$ cat config.mk
export PLATFORM = sky130hd
export DESIGN_NAME = booth_mul_requester
export DESIGN_NICKNAME = d
export VERILOG_FILES = /design/src/rtl/booth_mul_requester.sv
export SDC_FILE = /design/constraint.sdc
export NUM_CORES = 1
export LEC_CHECK = 0
export BUFFER_PORTS_ARGS = -buffer_cell sky130_fd_sc_hd__buf_2
export CORE_UTILIZATION = 51
export CTS_BUF_LIST = sky130_fd_sc_hd__clkbuf_16
export DETAILED_ROUTE_END_ITERATION = 6
export GPL_ROUTABILITY_DRIVEN = 0
export PLACE_DENSITY = 0.78
export SLEW_MARGIN = 20
export SYNTH_ARGS = -nofsm -noshare
export SYNTH_HDL_FRONTEND = slang
export SYNTH_SLANG_ARGS = --single-unit
export TNS_END_PERCENT = 10
$ cat constraint.sdc
create_clock -name clk -period 7.95 [get_ports clk]
set_input_delay 0.795 -clock clk [delete_from_list [all_inputs] [get_ports clk]]
set_output_delay 0.795 -clock clk [all_outputs]
set_load 0.005 [all_outputs]
$ cat src/rtl/booth_mul_requester.sv
// booth_mul_requester: buffers operand pairs, issues them one at a time to the Booth multiplier and forwards each product downstream.
// Define BOOTH_MUL_CHECK_EN to compare every captured product against a reference multiply (out_err + $error).
module booth_mul_requester #(
  parameter int WIDTH = 16,
  parameter int DEPTH = 4
) (
  input  logic               clk,
  input  logic               rst,
  input  logic               in_val,
  output logic               in_ready,
  input  logic [WIDTH-1:0]   in_a,
  input  logic [WIDTH-1:0]   in_b,
  output logic               src_val,
  input  logic               src_ready,
  output logic [WIDTH-1:0]   mcand,
  output logic [WIDTH-1:0]   mplier,
  input  logic               dest_val,
  output logic               dest_ready,
  input  logic [2*WIDTH-1:0] product,
  output logic               out_val,
  input  logic               out_ready,
  output logic [WIDTH-1:0]   out_a,
  output logic [WIDTH-1:0]   out_b,
  output logic [2*WIDTH-1:0] out_p,
  output logic               out_err,
  output logic [15:0]        done_cnt
);
  localparam int AW = $clog2(DEPTH);
  localparam logic [AW:0] FULL = (AW+1)'(DEPTH);
  typedef enum logic [1:0] {IDLE, ISSUE, WAIT, HOLD} state_t;
  state_t state_q, state_d;
  logic [AW-1:0] wr_q, wr_d, rd_q, rd_d;
  logic [AW:0] cnt_q, cnt_d;
  logic [WIDTH-1:0] mem_a_q [DEPTH];
  logic [WIDTH-1:0] mem_b_q [DEPTH];
  logic [WIDTH-1:0] out_a_q, out_a_d, out_b_q, out_b_d;
  logic [2*WIDTH-1:0] out_p_q, out_p_d;
  logic out_err_q, out_err_d;
  logic src_val_q, src_val_d, dest_ready_q, dest_ready_d, out_val_q, out_val_d;
  logic [15:0] done_q, done_d;
  logic push, pop, empty, chk_err;
  assign empty    = cnt_q == '0;
  assign in_ready = cnt_q != FULL;
  assign push     = in_val && in_ready;
  assign pop      = state_q == ISSUE && src_ready;
  assign mcand    = empty ? '0 : mem_a_q[rd_q];
  assign mplier   = empty ? '0 : mem_b_q[rd_q];
`ifdef BOOTH_MUL_CHECK_EN
  logic [2*WIDTH-1:0] ref_p;
  assign ref_p   = {{WIDTH{out_a_q[WIDTH-1]}}, out_a_q} * {{WIDTH{out_b_q[WIDTH-1]}}, out_b_q};
  assign chk_err = product != ref_p;
  always_ff @(posedge clk)
    if (rst && state_q == WAIT && dest_val && chk_err)
      $error("booth_mul_requester: product %h for %h * %h, reference %h", product, out_a_q, out_b_q, ref_p);
`else
  assign chk_err = 1'b0;
`endif
  always_comb begin
    state_d   = state_q;
    out_a_d   = out_a_q;
    out_b_d   = out_b_q;
    out_p_d   = out_p_q;
    out_err_d = out_err_q;
    done_d    = done_q;
    wr_d      = wr_q + AW'(push);
    rd_d      = rd_q + AW'(pop);
    cnt_d     = cnt_q + (AW+1)'(push) - (AW+1)'(pop);
    case (state_q)
      IDLE:  state_d = empty ? IDLE : ISSUE;
      ISSUE: if (src_ready) begin
        state_d = WAIT;
        out_a_d = mcand;
        out_b_d = mplier;
      end
      WAIT:  if (dest_val) begin
        state_d   = HOLD;
        out_p_d   = product;
        out_err_d = chk_err;
      end
      HOLD:  if (out_ready) begin
        done_d  = done_q + 16'd1;
        state_d = (cnt_d != '0) ? ISSUE : IDLE;
      end
      default: state_d = IDLE;
    endcase
    src_val_d    = state_d == ISSUE;
    dest_ready_d = state_d == WAIT;
    out_val_d    = state_d == HOLD;
  end
  always_ff @(posedge clk or negedge rst)
    if (!rst) begin
      state_q      <= IDLE;
      wr_q         <= '0;
      rd_q         <= '0;
      cnt_q        <= '0;
      out_a_q      <= '0;
      out_b_q      <= '0;
      out_p_q      <= '0;
      out_err_q    <= 1'b0;
      done_q       <= '0;
      src_val_q    <= 1'b0;
      dest_ready_q <= 1'b0;
      out_val_q    <= 1'b0;
    end else begin
      state_q      <= state_d;
      wr_q         <= wr_d;
      rd_q         <= rd_d;
      cnt_q        <= cnt_d;
      out_a_q      <= out_a_d;
      out_b_q      <= out_b_d;
      out_p_q      <= out_p_d;
      out_err_q    <= out_err_d;
      done_q       <= done_d;
      src_val_q    <= src_val_d;
      dest_ready_q <= dest_ready_d;
      out_val_q    <= out_val_d;
    end
  // Storage needs no reset: the occupancy counter alone decides what is valid.
  always_ff @(posedge clk)
    if (push) begin
      mem_a_q[wr_q] <= in_a;
      mem_b_q[wr_q] <= in_b;
    end
  assign src_val    = src_val_q;
  assign dest_ready = dest_ready_q;
  assign out_val    = out_val_q;
  assign out_a      = out_a_q;
  assign out_b      = out_b_q;
  assign out_p      = out_p_q;
  assign out_err    = out_err_q;
  assign done_cnt   = done_q;
endmodule

==> out/metrics.cfg <==
[run_status]
status=finished clean

[yosys]
ys_warn_count=0
syn_inst=463
synth_xor_area_share_pct=2.18
ys_async_sr_fraction_pct=41.8
syn_nets=537
yosysSeqAreaShare_pct=72.9
syn_area_um2=8430
synth_ff_type=edfxtp_1
synth_edf_count=128
synth.avg_cell_area_um2=18.2
synth_top_cell_area_share_pct=45.6
synth_cell_types=36
synth_mux_area_share_pct=12.9
synthSimpleGateAreaFrac_pct=5.67
synth_compound_area_share_pct=3.59
synth_area_leaders=edfxtp_1, dfrtp_1, mux4_2, mux2_2, a22o_1
synth_top_family_by_area=multiplexers
ys_ff_latch=220
synth_fa_ha_area_share_pct=0.683
yosysTopAreaCell=edfxtp_1

[clock_tree]
cts_buffer_depth=3
numCtsBuffers=22
post_cts_resized=0
clock-sinks=220
cts_tree=yes
clk_pin_slew_ns=0.06
post_cts_buffers=0
htree_num_levels=1
ctsHoldBuffers=0
clk_latency_ns=0.50
cts-root-buf=clkbuf_16

[routing]
first_pass_iters=4
routed_wl_um=16700
wl_per_cell_um=18.9
vias=4693
drc=0
drtAntennaViolNets=0
viasPerCell=5.30
drtIter0Drc=245

[critical_path]
cp_data_arrival_time_ns=2.47
critPathMaxFanout=27
slowest_stage=mux4_2
cpPeakStageDelay_ns=0.63
reg2regPathDepth=11
critPathCaptureType=output pin
criticalPathCategory=flip-flop to output pin
cp.required_ns=7.15
critical_path.cell_chain=buf_4 -> mux4_2 -> and2_1 -> buf_2
cp-start-kind=flip-flop

[final_layout]
final_nets=726
final_common_cell=buf_2
layout_common_cells=buf_2, edfxtp_1, dfrtp_1
synthToLayoutAreaGrowth_pct=21.5
drive_above_1_share_pct=44.6

[flow_run]
maxCapViolCount=0

[grt]
grtUsageMet1_pct=25.3
use_met2_pct=34.4
grtUsageMet3_pct=5.05
grtUsageTotal_pct=19.9
grt_max_degree=93
top_usage_layer=met2
grt_first_pass_wirelength_um=25700
overflow=0
antenna_found_initial=2
grt_pass1_vias=4806

[timing]
tightest_slew_ns=0.894
setup_viol=0
final-hold-violation-count=0
slew_headroom_pct=40.4
maxSlewViolCount=0
fmax_mhz=306
post-route-period-util_pct=41.1
clock-skew-final_ns=0.0114
fin_tns_setup_ns=0
fin_hold_ws_ns=0.385
period_needed_ns=3.27
rsz0062_at_grt=no

[die]
io_pins=187
dieArea_um2=17000
fp.coreArea_um2=16000
rows=46
start_util_pct=52.7
die_h_um=131
die_w_um=131

[place]
port_buffers=185
dp_hpwl_um=10700

[power]
ir_drop_v=0.000209
powerDensity_nw_per_um2=384
total_leakage_power_uw=0.00425

[worst_hold_path]
hold_class=input port to asynchronous set/reset pin

-- cell usage after synthesis, types with 3 or more instances --
| cell | count |
|---|---|
| a22o_1 | 32 |
| and2_1 | 33 |
| and3_1 | 3 |
| buf_2 | 10 |
| clkbuf_1 | 11 |
| dfrtp_1 | 92 |
| edfxtp_1 | 128 |
| ha_1 | 3 |
| inv_1 | 9 |
| mux2_2 | 32 |
| mux4_2 | 32 |
| nand2_1 | 14 |
| nand3_1 | 6 |
| nor2_1 | 9 |
| nor3_1 | 3 |
| xnor2_1 | 15 |
| xor2_1 | 6 |
-- power by group --
group	internal, uW	leakage [uW]	switching, uW	total [uW]
combinational	664	0.00162	567	1230
clock	524	0.000333	415	939
sequential	1560	0.00230	201	1760
-- layer usage --
metal  wire length [um]  part of all wire, %
met3               1290                  7.7
met5                 13                0.078
met2               8100                   48
met4                266                  1.6
met1               7060                   42
-- path summary, 6_finish.rpt --
check / slack [ns] / startpoint / end
worst max-delay path: 4.68 / rd_q[0] / mplier[12]
worst min-delay path: 0.39 / rst / done_cnt[14]
worst max register to register: 5.19 / state_q[1] / state_q[0]
worst min register to register: 0.47 / done_cnt[15] / done_cnt[15]
max in group asynchronous: 6.95 / rst / rd_q[0]
min in group clk: 0.47 / done_cnt[15] / done_cnt[15]
-- logic make-up after synthesis --
| group | Yosys count |
|---|---|
| DFF | 220 |
| and+or+nand+nor | 81 |
| muxes | 65 |
| AOI/OAI and AO/OA | 36 |
| buffers and inverters | 35 |
| xor gates and xnor gates | 21 |
| adders and majority gates | 4 |
| other | 1 |
-- registers in the layout (all words and copies together) (netlist names) --
name	cells
mem_b_q	64
out_b	16
mem_a_q	64
dest_ready	1
out_a	16
src_val	1
out_val	1
done_cnt	16
wr_q	2
state_q	2
rd_q	2
out_p	32
cnt_q	3
-- per-stage QoR --
step           cells  util (%)  area [um2]  power (uW)  setup WS (ns)
5_1_grt          884      64.0       10200        4170           4.51
3_3_place_gp     844      59.8        9570        2980           4.96
6_report         886      64.0       10200        3930           4.68
4_1_cts          884      63.9       10200        3970           4.60
3_5_place_dp     844      59.8        9570        3020           4.88
2_1_floorplan    463         -        8430        2500           4.15
-- critical path, delay by kind of cell, from the launching register on --
family | cells | cell delay, ns
flip-flops | 1 | 0.51
multiplexers | 1 | 0.63
AND/OR/NAND/NOR | 1 | 0.18
buffers and inverters | 2 | 0.63
-- layout make-up --
| type | instances | area [um2] |
|---|---|---|
| clock inverter | 17 | 80.1 |
| multi-input combinational | 208 | 2150 |
| antenna | 2 | 5.00 |
| timing repair buffer | 191 | 977 |
| sequential | 220 | 6150 |
| fill | 1184 | 5760 |
| clock buffer | 23 | 576 |
| tap | 216 | 270 |
| inverter | 9 | 33.8 |
(Power assumes the default switching activity.)
